## src/rtl/apu_pkg.sv

```systemverilog
// Shared types and limits for the address patch unit (addr_patch_unit).
package apu_pkg;

  localparam int MAX_PATCH = 16;

  // Per-entry control flags; the address-wide fields live in the top's entry struct
  // because their width follows the top's ADDR_W parameter.
  typedef struct packed {
    logic en;
    logic oneshot;
  } patch_flags_t;

  function automatic int idx_width(input int n);
    return (n > 1) ? $clog2(n) : 1;
  endfunction

endpackage

```

## src/rtl/apu_match.sv

```systemverilog
// Combinational priority comparator: finds the lowest enabled entry whose
// match address equals the request address.
module apu_match #(
  parameter int ADDR_W    = 32,
  parameter int NUM_PATCH = 4,
  parameter int IDX_W     = 2
) (
  input  logic [ADDR_W-1:0]                 addr_i,
  input  logic [NUM_PATCH-1:0][ADDR_W-1:0]  match_addr_i,
  input  logic [NUM_PATCH-1:0]              en_i,
  output logic                              hit_o,
  output logic [IDX_W-1:0]                  idx_o
);

  // Scan from the top down so the lowest hitting index is written last and wins.
  always_comb begin
    hit_o = 1'b0;
    idx_o = '0;
    for (int i = NUM_PATCH - 1; i >= 0; i--) begin
      if (en_i[i] && (match_addr_i[i] == addr_i)) begin
        hit_o = 1'b1;
        idx_o = IDX_W'(i);
      end
    end
  end

endmodule

```

## src/rtl/addr_patch_unit.sv

```systemverilog
// Address patch stage: replaces request addresses that hit a programmable entry,
// then registers the result in one valid/ready stage. Optional hit counter: APU_HIT_CNT_EN.
module addr_patch_unit
  import apu_pkg::*;
#(
  parameter int ADDR_W    = 32,
  parameter int NUM_PATCH = 4,
`ifdef APU_HIT_CNT_EN
  parameter int CNT_W     = 16,
`endif
  localparam int IDX_W    = idx_width(NUM_PATCH)
) (
  input  logic                 clk_i,
  input  logic                 rst_i,
  input  logic                 si_valid_i,
  output logic                 si_ready_o,
  input  logic [ADDR_W-1:0]    si_addr_i,
  output logic                 mi_valid_o,
  input  logic                 mi_ready_i,
  output logic [ADDR_W-1:0]    mi_addr_o,
  output logic                 mi_patched_o,
  output logic [IDX_W-1:0]     mi_patch_idx_o,
  input  logic                 ctl_pat_we_i,
  input  logic [IDX_W-1:0]     ctl_pat_idx_i,
  input  logic [ADDR_W-1:0]    ctl_pat_addr_i,
  input  logic [ADDR_W-1:0]    ctl_pat_data_i,
  input  logic                 ctl_pat_en_i,
  input  logic                 ctl_pat_oneshot_i,
`ifdef APU_HIT_CNT_EN
  input  logic                 ctl_hit_clr_i,
  output logic [CNT_W-1:0]     ctl_hit_cnt_o,
`endif
  output logic [NUM_PATCH-1:0] ctl_pat_valid_o
);

  if (NUM_PATCH < 1 || NUM_PATCH > MAX_PATCH) begin : g_param_check
    $error("addr_patch_unit: NUM_PATCH out of range");
  end

  typedef struct packed {
    logic [ADDR_W-1:0] addr;
    logic [ADDR_W-1:0] data;
    patch_flags_t      flags;
  } patch_entry_t;

  patch_entry_t [NUM_PATCH-1:0] ent_q, ent_d;

  logic [NUM_PATCH-1:0][ADDR_W-1:0] match_addr;
  logic [NUM_PATCH-1:0]             en_vec;
  logic                             hit;
  logic [IDX_W-1:0]                 hit_idx;
  logic [ADDR_W-1:0]                hit_data;
  logic                             accept;

  logic              out_valid_q, out_valid_d;
  logic [ADDR_W-1:0] out_addr_q, out_addr_d;
  logic              out_patched_q, out_patched_d;
  logic [IDX_W-1:0]  out_idx_q, out_idx_d;

  always_comb begin
    match_addr = '0;
    en_vec     = '0;
    for (int i = 0; i < NUM_PATCH; i++) begin
      match_addr[i] = ent_q[i].addr;
      en_vec[i]     = ent_q[i].flags.en;
    end
  end

  apu_match #(
    .ADDR_W    (ADDR_W),
    .NUM_PATCH (NUM_PATCH),
    .IDX_W     (IDX_W)
  ) u_match (
    .addr_i       (si_addr_i),
    .match_addr_i (match_addr),
    .en_i         (en_vec),
    .hit_o        (hit),
    .idx_o        (hit_idx)
  );

  always_comb begin
    hit_data = '0;
    for (int i = 0; i < NUM_PATCH; i++) begin
      if (hit_idx == IDX_W'(i)) hit_data = ent_q[i].data;
    end
  end

  // Handshake: a request transfers when si_valid_i && si_ready_o; the output
  // transfers when mi_valid_o && mi_ready_i, and mi_* hold while stalled.
  assign si_ready_o = !out_valid_q || mi_ready_i;
  assign accept     = si_valid_i && si_ready_o;

  // Control write is applied after the one-shot clear so it wins on collision.
  // Indices beyond NUM_PATCH match no slot and are dropped.
  always_comb begin
    ent_d = ent_q;
    for (int i = 0; i < NUM_PATCH; i++) begin
      if (accept && hit && (hit_idx == IDX_W'(i)) && ent_q[i].flags.oneshot) begin
        ent_d[i].flags.en = 1'b0;
      end
      if (ctl_pat_we_i && (ctl_pat_idx_i == IDX_W'(i))) begin
        ent_d[i].addr          = ctl_pat_addr_i;
        ent_d[i].data          = ctl_pat_data_i;
        ent_d[i].flags.en      = ctl_pat_en_i;
        ent_d[i].flags.oneshot = ctl_pat_oneshot_i;
      end
    end
  end

  always_comb begin
    out_valid_d   = out_valid_q;
    out_addr_d    = out_addr_q;
    out_patched_d = out_patched_q;
    out_idx_d     = out_idx_q;
    if (accept) begin
      out_valid_d   = 1'b1;
      out_addr_d    = hit ? hit_data : si_addr_i;
      out_patched_d = hit;
      out_idx_d     = hit_idx;
    end else if (mi_ready_i) begin
      out_valid_d   = 1'b0;
    end
  end

  always_ff @(posedge clk_i or posedge rst_i) begin
    if (rst_i) begin
      ent_q         <= '0;
      out_valid_q   <= 1'b0;
      out_addr_q    <= '0;
      out_patched_q <= 1'b0;
      out_idx_q     <= '0;
    end else begin
      ent_q         <= ent_d;
      out_valid_q   <= out_valid_d;
      out_addr_q    <= out_addr_d;
      out_patched_q <= out_patched_d;
      out_idx_q     <= out_idx_d;
    end
  end

  assign mi_valid_o      = out_valid_q;
  assign mi_addr_o       = out_addr_q;
  assign mi_patched_o    = out_patched_q;
  assign mi_patch_idx_o  = out_idx_q;
  assign ctl_pat_valid_o = en_vec;

`ifdef APU_HIT_CNT_EN
  logic [CNT_W-1:0] hit_cnt_q, hit_cnt_d;

  // Saturating count of accepted hits; clear dominates a coincident hit.
  always_comb begin
    hit_cnt_d = hit_cnt_q;
    if (ctl_hit_clr_i) begin
      hit_cnt_d = '0;
    end else if (accept && hit && !(&hit_cnt_q)) begin
      hit_cnt_d = hit_cnt_q + 1'b1;
    end
  end

  always_ff @(posedge clk_i or posedge rst_i) begin
    if (rst_i) hit_cnt_q <= '0;
    else       hit_cnt_q <= hit_cnt_d;
  end

  assign ctl_hit_cnt_o = hit_cnt_q;
`endif

endmodule

```

## config.mk

```make
export PLATFORM = sky130hd
export DESIGN_NAME = addr_patch_unit
export DESIGN_NICKNAME = d
export VERILOG_FILES = /design/src/rtl/apu_pkg.sv /design/src/rtl/apu_match.sv /design/src/rtl/addr_patch_unit.sv
export SDC_FILE = /design/constraint.sdc
export NUM_CORES = 1
export LEC_CHECK = 0
export CORE_UTILIZATION = 50
export DETAILED_ROUTE_END_ITERATION = 6
export GPL_ROUTABILITY_DRIVEN = 0
export GPL_TIMING_DRIVEN = 1
export PLACE_DENSITY = 0.85
export SKIP_LAST_GASP = 1
export SLEW_MARGIN = 30
export SYNTH_ARGS = -nofsm -noshare
export SYNTH_HDL_FRONTEND = slang
export SYNTH_SLANG_ARGS = --single-unit
```

## constraint.sdc

```tcl
create_clock -name clk_i -period 11.5 [get_ports clk_i]
set_input_delay 2.875 -clock clk_i [delete_from_list [all_inputs] [get_ports clk_i]]
set_output_delay 2.875 -clock clk_i [all_outputs]
set_load 0.05 [all_outputs]
```

* Word-level counts from Yosys, hierarchy flattened
Index checks and enable logic that the tools add are counted.
** Cells by class
- Equal/unequal tests :: 10
- Mux-type cells :: 23
- Reductions and logical operators :: 27
** Operator list (number)
- 32-bit 2-to-1 mux :: 5
- 32-bit equality test :: 4
- 1-bit logical AND :: 18
- 2-bit 2-to-1 mux :: 8
- 1-bit 2-to-1 mux :: 10
- 2-bit nonzero test :: 5
- 2-bit equality test, second input constant :: 4
- 2-bit by 1-bit equality test with 1-bit output, second input constant :: 2
- 2-bit logical NOT :: 2
- 1-bit logical NOT :: 1
- 1-bit logical OR :: 1
** Word-level totals
- Bits in registers :: 300
- Output and inout bits :: 41

* Depth between registers and ports, before layout
Gate-level depths: netlist of the first run.
- Depth after elaboration :: 12
- Depth in mapped cells :: 9
- Depth with buffers taken out :: 6

* Cells and area by module
A second synthesis of the first run with hierarchy kept.
** Second synthesis, totals
- Cells, all modules :: 956
- Area, all modules :: 13814.5 um^2
** Modules (own cells, without submodules)
- addr_patch_unit :: instances 1, cells each 772, area an instance 12350.6 um^2, sequential area each 7507.2 um^2
- apu_match :: instances 1, cells each 184, area an instance 1463.9 um^2, sequential area each 0.0 um^2

* Least setup slack after synthesis of the first run
OpenSTA, ideal clock, no wires.
- Path kind :: input port to output port
- Start :: input mi_ready_i
- End :: output si_ready_o
- Arrival :: 3.323 ns
- Required time :: 8.625 ns
- Slack :: 5.302 ns
- Stages :: 1
- Path buffers :: 0
- Cells stage by stage :: nand2b_1
** On the way
- Word-level cells in the longest chain between the ends :: 1
** Ends and longest elaborated chain
- start, declared :: line addr_patch_unit.sv:19 : input logic mi_ready_i,
- 1-bit logical OR :: line addr_patch_unit.sv:90 : assign si_ready_o = !out_valid_q || mi_ready_i;
- end, declared :: line addr_patch_unit.sv:16 : output logic si_ready_o,
Every way passes these cells.

* Worst setup path after layout of the first run
Ends and elaborated chain as after synthesis.

==> impl_summary.md, run 1 <==
Routing
The mean routed wirelength per cell is approximately 25 um. The number of detailed-routing iterations run before antenna repair is 5. In this run the remaining antenna-violating nets after routing total 0. The detailed router's first-iteration violation count is around 1100. The routed layout has between 10000 and 15000 vias.

The total length of routed wires is ~43 mm. For this run, design rule violations remaining after detail routing come to 0. The via count normalized by instance count is between 6 and 7.

Floorplanning
The I/O pin total is approximately 150. The horizontal die dimension is around 170 um. The die covers around 0.03 mm^2.

The initial utilization of the core area, before any placement, comes to 0.509. The row count is between 60 and 70. Measured along the y axis, the die boundary spans approximately 170 um. The region available for standard cell placement spans about 0.029 mm^2.

Synth
After technology mapping, the gate count stands at 1243. The synthesized design contains 300 register bits. When the netlist entered floorplanning its net count stood at between 1000 and 1500. The number of distinct library cells after synthesis is 48. The average size of a mapped cell is about 12 um^2. By area the synthesized netlist is led by sky130_fd_sc_hd__dfrtp_1 51%, sky130_fd_sc_hd__mux2_2 17%, sky130_fd_sc_hd__xor2_1 7.2%, sky130_fd_sc_hd__nor4_1 3.0%, sky130_fd_sc_hd__clkbuf_1 2.1%. Of the synthesized area, sequential elements account for 0.512.

The synthesized design spends more area on one cell type than any other, namely sky130_fd_sc_hd__dfrtp_1. In the synthesized netlist the dominant register cell turns out to be sky130_fd_sc_hd__dfrtp_1. The number of synthesized flops with an enable pin is 0.

During synthesis, Yosys emitted a total of 0 warnings. Of the post-synthesis cell area, the dominant cell type holds 0.512. In the synthesized netlist the async set-or-reset flop fraction comes to 1.00. The mapped cell area is around 0.015 mm^2.

STA
The transition time at the pin with the least slew margin is 0.990 ns. Setup repair after global routing left no endpoint under its margin. The final number of hold-violating endpoints was 0. In the finished design, the share of the clock period the worst path needs comes to 0.624. The final max-slew violation count was 0. For the final routed database, the setup TNS stands at 0 ns.

Setup violations remaining at the end of the flow were counted as 0. Counting I/O delays and the setup requirement, the final critical path takes about 7.2 ns. Timing would allow up to 139 MHz. For the final database, setup skew stands at approximately 0.025 ns. In this run the tightest slew margin relative to its limit is 0.340. Hold timing on the final database bottoms out at a slack of 0.493 ns.

Clocking
Clock tree synthesis found a total of 300 sinks. Post-CTS timing repair inserted 0 buffers for setup. Clock latency on the worst-skew pair, taken at its later pin, is about 0.57 ns. The clock tree root driver cell is sky130_fd_sc_hd__clkbuf_16. The post-cts hold buffer count is 0.

The clock passes through at most 3 buffers. In this run, CTS created clock tree buffers numbering 31. The number of levels the H-tree was split into is 1. The CTS tree is yes. In this run, post-CTS repair resized a total of 0 instances. After clock tree synthesis, the clock-pin slew on the worst setup and hold paths is 0.06 ns.

Placement
The HPWL reported at the end of detailed placement is between 20 and 30 mm. The number of input and output port buffers inserted is between 100 and 150.

Critical path
The critical path's slowest cell is sky130_fd_sc_hd__clkdlybuf4s50_1. Traced cell by cell, the critical path runs through clkdlybuf4s50_1 > nand2b_1 > clkdlybuf4s50_1. STA classifies the critical path startpoint as an input port. In this run the critical register-to-register path is launched from ent_q[44]. The nature of the critical path endpoint is a primary output. The setup check on the worst reg-to-reg path leaves a slack of a little under 8 ns.

The cell type with the highest occurrence count on the critical path is sky130_fd_sc_hd__clkdlybuf4s50_1. The arrival time at the worst endpoint is 4.30 ns. In this run the worst path has a maximum fanout of 4.

The length in cells of the worst reg-to-reg path is 8. The critical path data required time is about 8.6 ns. The critical setup path kind is in2out. The terminus of the critical flop-to-flop path is mi_addr_o[19]. The longest individual stage delay on the worst path is roughly 0.8 ns.

Global route
The residual overflow from global routing is 0. The via count of the first global-routing pass is 11400. The global-route usage over all layers is 0.284. The initial antenna violation count is 3. Entering global routing, the biggest net connects ~170 pins. The first global-routing pass estimated between 60 and 70 mm of wire.

Power
The largest voltage drop on the vdd net is ~0.11 mV. Summing internal, switching and leakage power gives slightly below 3 mW. The power density over the cells is between 150 and 200 mW/mm^2. Summed over all cells, the static leakage comes to just over 7 nW.

Worst hold path
For hold timing, the worst endpoint is ent_q[198]. The worst hold path was traced through 2 stages. The startpoint identified for the worst hold timing path is ent_q[198].

In this run the worst hold path is classified as reg2reg.

Finish
The number of inserted filler cells in the final layout is about 2200. The area taken by flip-flops and latches is ~0.0075 mm^2. The final layout contains roughly 1400 nets. Of the cells placed in the final design, the portion with a size suffix greater than 1 is 0.227. Relative to the synthesized area, the layout overhead comes to 18.2%. The area of the multi-input gates is around 0.0065 mm^2.

Status
The run finished with clean final reports.

Flow run
The max-cap check violation count is 0.
[area by class of cell]
type / count / area share
multi-input combinational: 778 / 0.374
clock buffer: 48 / 0.0525
inverter: 40 / 0.00939
clock inverter: 8 / 0.00570
tap: 384 / 0.0277
sequential: 300 / 0.433
timing repair buffer: 168 / 0.0972
antenna: 3 / 0.000433
[worst max-delay path: cells and delay by family]
kind	cells	cell delay, ns
buf+inv	2	1.28
simple gates	1	0.15
[cell families after synthesis]
group           count (synthesis)  share of synthesized area
flops                         300                      0.512
buf+inv                       165                     0.0480
mux                           226                      0.173
xor+xnor                      124                     0.0741
compound gates                180                     0.0899
simple gates                  248                      0.103
[state kept, by name, summed over array words and instances (netlist names)]
name             count
ent_q              260
mi_addr_o           32
mi_valid_o           1
mi_patch_idx_o       2
mi_patched_o         1
ctl_pat_valid_o      4
[synth_stat cells (11+ instances only)]
master                       n
sky130_fd_sc_hd__dfrtp_1   300
sky130_fd_sc_hd__mux2_2    224
sky130_fd_sc_hd__xor2_1    120
sky130_fd_sc_hd__clkbuf_1   82
sky130_fd_sc_hd__nor4_1     70
sky130_fd_sc_hd__nand2_1    41
sky130_fd_sc_hd__o21ai_0    41
sky130_fd_sc_hd__inv_1      40
sky130_fd_sc_hd__nor2_1     36
sky130_fd_sc_hd__and4_1     34
sky130_fd_sc_hd__a311oi_1   32
sky130_fd_sc_hd__o22ai_1    32
sky130_fd_sc_hd__o31a_1     29
sky130_fd_sc_hd__o31ai_1    19
sky130_fd_sc_hd__buf_1      18
sky130_fd_sc_hd__nand4b_1   17
sky130_fd_sc_hd__o32ai_1    15
sky130_fd_sc_hd__buf_2      13
sky130_fd_sc_hd__nor3_1     11
[power breakdown]
| group | switching [mW] | leakage, nW | internal, mW | total [mW] |
|---|---|---|---|---|
| clock | 0.411 | 0.489 | 0.585 | 0.996 |
| combinational | 0.324 | 3.01 | 0.271 | 0.594 |
| sequential | 0.116 | 3.56 | 1.24 | 1.36 |
[per-layer routing]
layer / wire, um / share of wire / global-route usage
met5: 0 / 0 / 0
met4: 2210 / 0.052 / 0.150
met3: 4180 / 0.098 / 0.0535
met2: 19700 / 0.46 / 0.434
met1: 16500 / 0.39 / 0.385
[stage by stage]
stage / cells / setup slack, ns / area (um^2) / util
floorplan: 1243 / 0.336 / 14700 / -
global placement: 1668 / 4.32 / 16200 / 0.564
detailed placement: 1668 / 4.32 / 16200 / 0.564
CTS: 1724 / 4.32 / 17300 / 0.599
global route: 1729 / 4.26 / 17300 / 0.602
finish: 1729 / 4.32 / 17300 / 0.602
[how the worst max path moves through the flow]
stage | from | end | slack (ns) | cells after the start
after detailed placement | mi_ready_i | si_ready_o | 4.32 | 3
after CTS | mi_ready_i | si_ready_o | 4.32 | 3
after global placement | mi_ready_i | si_ready_o | 4.32 | 3
after global routing | mi_ready_i | si_ready_o | 4.26 | 3
final | mi_ready_i | si_ready_o | 4.32 | 3
after floorplan | rst_i | ctl_pat_valid_o[0] | 0.34 | 1
[cells in the final DEF, fill, tap and decap left out, types with 4 or more instances in the layout]
master / instances
sky130_fd_sc_hd__o22ai_1: 32
sky130_fd_sc_hd__xor2_1: 120
sky130_fd_sc_hd__nand3_1: 8
sky130_fd_sc_hd__a311oi_1: 32
sky130_fd_sc_hd__o21ai_0: 41
sky130_fd_sc_hd__nand4b_1: 17
sky130_fd_sc_hd__clkbuf_16: 31
sky130_fd_sc_hd__dfrtp_1: 300
sky130_fd_sc_hd__nor4_1: 70
sky130_fd_sc_hd__and4_1: 33
sky130_fd_sc_hd__a31oi_1: 4
sky130_fd_sc_hd__inv_1: 39
sky130_fd_sc_hd__o31ai_1: 19
sky130_fd_sc_hd__clkbuf_1: 10
sky130_fd_sc_hd__nor3_1: 9
sky130_fd_sc_hd__o32ai_1: 15
sky130_fd_sc_hd__nand4_1: 7
sky130_fd_sc_hd__buf_4: 18
sky130_fd_sc_hd__mux2_2: 224
sky130_fd_sc_hd__nand2_1: 41
sky130_fd_sc_hd__nand2b_1: 6
sky130_fd_sc_hd__xnor2_1: 4
sky130_fd_sc_hd__clkdlybuf4s50_1: 145
sky130_fd_sc_hd__o31a_1: 29
sky130_fd_sc_hd__nor2_1: 36
sky130_fd_sc_hd__clkbuf_8: 7
No activity file was read; power rests on OpenSTA's default activity.
==> run 2, diff against run 1 <==
Settings changed: PLACE_DENSITY 0.85 to 0.82.
Clock period 11.5 ns to 7 ns, I/O delays scaled along.
==> impl_summary.md, run 2 (same netlist as run 1, synthesis figures left out) <==
Clocking
The TritonCTS sink count is 300 (unchanged). The clock latency on the worst-skew pair is 0.58 ns (was 0.57 ns). The number of clock buffers inserted by TritonCTS came to 31 (unchanged). The post-cts hold buffer count is 0 (unchanged). The CTS tree is yes (unchanged). The maximum count of clock buffers along a single path is 3 (unchanged). The post-cts sizing count is 0 (unchanged). The number of setup buffers added after CTS is 0 (unchanged). The clock tree root driver cell is sky130_fd_sc_hd__clkbuf_16 (unchanged). The register clock-pin slew on the reported worst setup and hold paths was 0.06 ns (about the same). The number of levels the H-tree was split into came to 1 (unchanged).

STA
Setup repair after global routing missed its margin: no (unchanged). The final max-slew violation count is 0 (unchanged). The fmax is just over 200 MHz.

The fraction of the cycle the final worst path needs is 0.704. The transition time at the pin with the least slew margin is 1.00 ns (was 0.990 ns). The relative slew slack is 0.331 (was 0.340). The sum of negative setup slack is 0 ns (unchanged). The worst clock skew on the final layout is 0.00885 ns (was 0.0250 ns). The smallest clock period supported by the final layout is computed as between 4 and 5 ns. The final setup violation count is 0 (unchanged). The final number of hold-violating endpoints is 0 (unchanged).

Global route
The first-pass GRT wire length is 66.0 mm (was 66.2 mm). The initial antenna violation count is 0 (was 3). The global-route usage over all layers is 0.284 (about the same). The global-route met1 utilization came to 0.377 (was 0.385).

The residual overflow from global routing is 0 (unchanged). The met2 layer usage reported by global route is 0.457 (was 0.434). The largest net degree at the start of global routing is 103 (was 173). The via count of the first global-routing pass is 11000 (was 11400). The most crowded layer after global routing is met2 (unchanged). The global routing met3 resource utilization is 0.0480 (was 0.0535).

Critical path
The critical setup path kind is in2out (unchanged). The arrival time at the worst endpoint was 3.18 ns (was 4.30 ns). The critical path data required time is 5.25 ns (was 8.63 ns). The number of buffer and inverter instances along the worst setup path is 2 (unchanged). Worst-path cell chain: clkdlybuf4s50_1 > nand2b_1 > clkdlybuf4s50_1 (unchanged). The cell type with the highest occurrence count on the critical path is sky130_fd_sc_hd__clkdlybuf4s50_1 (unchanged). The largest delay contributor family on the critical path is buffers and inverters (unchanged).

The longest individual stage delay on the worst path is 0.82 ns (about the same). The critical path's slowest cell is sky130_fd_sc_hd__clkdlybuf4s50_1 (unchanged). The worst-case register-to-register setup slack is 3.66 ns (was 7.78 ns). The maximum fanout along the worst path is 4 (unchanged).

The sort of element at the start of the critical path is an input port (unchanged). The nature of the critical path endpoint is a primary output (unchanged).

Routing
The total length of routed wires is 42.9 mm (was 42.6 mm). The detailed router's first-iteration violation count is 1013 (was 1059). The via count normalized by instance count is 6.42 (about the same). The number of detailed-routing iterations run before antenna repair is 7 (was 5). The via count is 11100 (about the same). The number of nets still failing antenna checks after routing is 0 (unchanged). The count of unresolved DRC violations after routing was 0 (unchanged). The mean routed wirelength per cell was 24.8 um (was 24.7 um).

Floorplanning
The effective utilization at floorplan is 0.509 (unchanged). The horizontal die dimension is 173 um (unchanged). The total die area is 0.0300 mm^2 (unchanged). The I/O pin total is 146 (unchanged). The placeable core region is 0.0288 mm^2 (unchanged).

The floorplan die height came to 173 um (unchanged). The row count is 62 (unchanged).

Finish
The register containing the most flip-flops in the final layout is ent_q (unchanged). Highest-count cells in the layout ignoring fill and taps: 300 x sky130_fd_sc_hd__dfrtp_1, 224 x sky130_fd_sc_hd__mux2_2, 145 x sky130_fd_sc_hd__clkdlybuf4s50_1 (unchanged). The most common cell after layout, fill and taps aside was sky130_fd_sc_hd__dfrtp_1 (unchanged). The fraction of layout cells with a size suffix above 1 is 0.229 (was 0.227). The layout overhead on the synthesized area is 17.8% (was 18.2%).

The post-route core utilization is 0.600 (was 0.602). The final instance count without filler cells is 1727 (was 1729). The flip-flop count of the largest register after layout is 260 (unchanged).

The final layout net count came to 1425 (was 1424).

Power
The largest voltage drop on the vdd net came to 0.193 mV (was 0.108 mV). The reported leakage power came to 7.03 nW (was 7.06 nW). The power density over the cells is 276 mW/mm^2 (was 170 mW/mm^2).

Placement
The instance count after placement with tap cells included was 1671 (was 1668). The HPWL reported at the end of detailed placement is 28.3 mm (was 27.1 mm). The number of input and output port buffers inserted is 145 (unchanged).

Flow run
The max-cap check violation count was 0 (unchanged).

Status
Outcome: completed (unchanged).

Worst hold path
The class of the tightest hold or removal check is reg2reg (unchanged).
-- run 2: cell count changes in the layout (fill, tap and decap cells not counted), sizes merged --
cell	change
clkinv	+3
bufinv	-2
clkbuf	-2
diode	-2
buf	+1
-- run 2: metrics by stage --
step / setup WS, ns / power, mW / instance area [um^2] / hold WS [ns]
3_5_place_dp: 1.65 / 3.23 / 16300 / 0.465
5_1_grt: 2.02 / 4.94 / 17300 / 0.509
3_3_place_gp: 1.73 / 3.18 / 16300 / 0.456
2_1_floorplan: 1.26 / 2.87 / 14700 / 0.443
4_1_cts: 2.06 / 4.77 / 17300 / 0.479
6_report: 2.07 / 4.77 / 17300 / 0.489
-- run 2: worst paths after layout --
| path | to | startpoint | depth (start not counted) |
|---|---|---|---|
| max | si_ready_o | mi_ready_i | 3 |
| min | mi_patch_idx_o[1] | mi_patch_idx_o[1] | 2 |
| max reg2reg | mi_addr_o[11] | ent_q[49] | 7 |
| min reg2reg | mi_patch_idx_o[1] | mi_patch_idx_o[1] | 2 |
| max in group asynchronous | ent_q[8] | rst_i | 4 |
| min in group asynchronous | ent_q[125] | rst_i | 2 |
-- run 2: final cells by class --
cell class / count / area, um^2
repair buffers: 169 / 1710
multi-input cells: 778 / 6490
clock inverters: 9 / 66.3
inverters: 40 / 154
clock buffers: 46 / 872
fillers: 2206 / 11500
diodes: 1 / 2.50
well taps: 384 / 480
flip-flops and latches: 300 / 7510
-- run 2: per-layer routing --
layer  wire (um)  vias up
li1            -     4697
met1       17100     5622
met2       20200      646
met3        3450      129
met4        2040        0
met5           0        -
-- run 2: worst reg2reg max path, stage by stage, from the launching register on --
cell and delay, ns:
sky130_fd_sc_hd__dfrtp_1 0.40, sky130_fd_sc_hd__xor2_1 0.16, sky130_fd_sc_hd__nor4_1 0.67, sky130_fd_sc_hd__nand4_1 0.22
sky130_fd_sc_hd__buf_4 0.33, sky130_fd_sc_hd__or3_2 0.84, sky130_fd_sc_hd__a311oi_1 0.45, sky130_fd_sc_hd__o22ai_1 0.14
-- run 2: power breakdown --
part	internal (mW)	switching [mW]	leakage (nW)	total (mW)
Sequential	2.05	0.198	3.56	2.24
Clock	0.860	0.689	0.461	1.55
Combinational	0.445	0.534	3.02	0.979
==> run 3, diff against run 2 <==
Settings changed: PLACE_DENSITY 0.82 to 0.85.
Clock period 7 ns to 4.2 ns, I/O delays scaled along.
==> impl_summary.md, run 3 (same netlist as run 1, synthesis figures left out) <==
Status
Outcome: completed (unchanged).

Global route
The largest net degree at the start of global routing came to 101 (was 103). The first-pass GRT wire length is 68.6 mm (was 66.0 mm). The residual overflow from global routing is 0 (unchanged). The via count of the first global-routing pass is 11500 (was 11000). The global-route usage over all layers is 0.294 (was 0.284).

The initial antenna violation count is 0 (unchanged).

Placement
The worst setup slack before clock tree synthesis is 0.143 ns (was 1.65 ns). The number of input and output port buffers inserted is 145 (unchanged). The HPWL reported at the end of detailed placement is 28.9 mm (was 28.3 mm). The area after detailed placement came to 0.0165 mm^2 (was 0.0163 mm^2).

STA
The final number of hold-violating endpoints is 0 (unchanged). The worst clock skew on the final layout came to 0.0181 ns (was 0.00885 ns). The relative slew slack is 0.398 (was 0.331). The transition time at the pin with the least slew margin was 0.903 ns (was 1.00 ns). The tightest hold margin came to 0.490 ns (was 0.489 ns). The fmax is around 270 MHz. The setup slack of the critical path after layout is 0.538 ns (was 2.07 ns).

The clock period could shrink to ~3.7 ns. The final setup violation count came to 0 (unchanged). Setup repair after global routing missed its margin: no (unchanged). Dividing the final minimum period by the clock period gives 0.872. The final max-slew violation count is 0 (unchanged).

Critical path
The critical path startpoint is si_addr_i[12] (was mi_ready_i). The arrival time at the worst endpoint is 4.11 ns (was 3.18 ns). The critical setup path kind is in2reg (was in2out).

The nature of the critical path endpoint is a register (was primary output). The worst-case register-to-register setup slack is 1.30 ns (was 3.66 ns). The maximum fanout along the worst path was 35 (was 4). The end of the critical path is mi_addr_o[23] (was si_ready_o). The terminus of the critical flop-to-flop path is mi_addr_o[23] (was mi_addr_o[11]). The critical path data required time came to 4.65 ns (was 5.25 ns).

The sort of element at the start of the critical path is an input port (unchanged). The length in cells of the worst reg-to-reg path is 7 (unchanged). The critical register-to-register path startpoint is ent_q[46] (was ent_q[49]).

Routing
The total length of routed wires was 43.8 mm (was 42.9 mm). The via count normalized by instance count is 6.41 (was 6.42). The detailed router's first-iteration violation count is 1203 (was 1013).

The mean routed wirelength per cell is 25.0 um (was 24.8 um). The via count is 11200 (was 11100). The number of detailed-routing iterations run before antenna repair is 5 (was 7). The count of unresolved DRC violations after routing is 0 (unchanged). The number of nets still failing antenna checks after routing is 0 (unchanged).

Floorplanning
The placeable core region is 0.0288 mm^2 (unchanged). The I/O pin total is 146 (unchanged). The floorplan die height is 173 um (unchanged). The total die area is 0.0300 mm^2 (unchanged). The effective utilization at floorplan is 0.509 (unchanged). The horizontal die dimension is 173 um (unchanged).

The row count came to 62 (unchanged).

Power
The reported leakage power was 7.23 nW (was 7.03 nW). The largest voltage drop on the vdd net was 0.291 mV (was 0.193 mV). The power density over the cells is 465 mW/mm^2 (was 276 mW/mm^2). The overall power consumption is 8.18 mW (was 4.77 mW).

Finish
The layout overhead on the synthesized area is 20.0% (was 17.8%). The total inserted antenna cells is 0 (was 1). The flip-flop count of the largest register after layout was 260 (unchanged). The final non-filler cell area came to 0.0176 mm^2 (was 0.0173 mm^2). The post-route core utilization is 0.611 (was 0.600). The area taken by flip-flops and latches is 0.00751 mm^2 (unchanged). The area of the multi-input gates came to 0.00647 mm^2 (was 0.00649 mm^2). Highest-count cells in the layout ignoring fill and taps: 300 x sky130_fd_sc_hd__dfrtp_1, 224 x sky130_fd_sc_hd__mux2_2, 145 x sky130_fd_sc_hd__clkdlybuf4s50_1 (unchanged). The fraction of layout cells with a size suffix above 1 is 0.243 (was 0.229).

The most common cell after layout, fill and taps aside is sky130_fd_sc_hd__dfrtp_1 (unchanged). The number of inserted filler cells in the final layout is 2147 (was 2206). The final layout net count is 1451 (was 1425). The register containing the most flip-flops in the final layout is ent_q (unchanged).

Clocking
The post-cts hold buffer count is 0 (unchanged). The post-cts sizing count is 0 (unchanged). The number of clock buffers inserted by TritonCTS was 31 (unchanged).

The number of levels the H-tree was split into is 1 (unchanged). The maximum count of clock buffers along a single path is 3 (unchanged). The clock tree root driver cell is sky130_fd_sc_hd__clkbuf_16 (unchanged). The number of setup buffers added after CTS is 0 (unchanged).

The register clock-pin slew on the reported worst setup and hold paths is 0.06 ns (about the same). The TritonCTS sink count is 300 (unchanged). The CTS tree was yes (unchanged). The clock latency on the worst-skew pair is 0.58 ns (about the same).

Worst hold path
The class of the tightest hold or removal check is reg2reg (unchanged).

Flow run
The max-cap check violation count is 0 (unchanged).
==> run 3: cell count changes in the layout (fill, tap and decap cells not counted), sizes merged <==
cell / delta
buf: +26
bufinv: +2
clkbuf: +2
clkinv: -2
clkinvlp: -1
diode: -1
==> run 3: worst max-delay path: stages <==
cell	delay, ns
sky130_fd_sc_hd__clkdlybuf4s50_1	0.66
sky130_fd_sc_hd__xor2_1	0.24
sky130_fd_sc_hd__nor4_1	0.64
sky130_fd_sc_hd__nand3_1	0.28
sky130_fd_sc_hd__or3_1	0.43
sky130_fd_sc_hd__buf_4	0.28
sky130_fd_sc_hd__a311oi_1	0.37
sky130_fd_sc_hd__o22ai_1	0.13
==> run 3: layout make-up <==
| class | instances | share of cell area |
|---|---|---|
| clock inverters | 8 | 0.00533 |
| repair buffers | 195 | 0.111 |
| inverters | 40 | 0.00875 |
| well taps | 384 | 0.0273 |
| flip-flops and latches | 300 | 0.427 |
| clock buffers | 48 | 0.0528 |
| multi-input cells | 778 | 0.368 |
==> run 3: where the power goes <==
part	internal (mW)	switching, mW	leakage, nW	total (mW)
combinational	0.756	0.904	3.17	1.66
sequential	3.41	0.333	3.56	3.74
clock	1.63	1.14	0.509	2.77
total	5.80	2.38	7.23	8.18
==> run 3: layer usage <==
| metal | track usage | wire [um] | up-vias |
|---|---|---|---|
| met5 | 0 | 0 | - |
| met2 | 0.473 | 20700 | 687 |
| li1 | - | - | 4748 |
| met3 | 0.0535 | 4270 | 151 |
| met4 | 0.140 | 2190 | 0 |
| met1 | 0.388 | 16600 | 5648 |
==> run 3: worst min-delay path by stage <==
| stage | cells past startpoint | endpoint | start |
|---|---|---|---|
| after floorplan | 2 | ent_q[198] | ent_q[198] |
| after global placement | 2 | ent_q[198] | ent_q[198] |
| after global routing | 1 | ent_q[142] | ent_q[142] |
| final | 1 | ctl_pat_valid_o[2] | ent_q[132] |
| after CTS | 2 | ent_q[132] | ent_q[132] |
| after detailed placement | 2 | ent_q[132] | ent_q[132] |
==> run 3: metrics by stage <==
stage / std cells / setup TNS, ns
2_1_floorplan: 1243 / -251.12
6_report: 1753 / 0
5_1_grt: 1753 / 0
3_5_place_dp: 1696 / 0
3_3_place_gp: 1696 / 0
4_1_cts: 1752 / 0
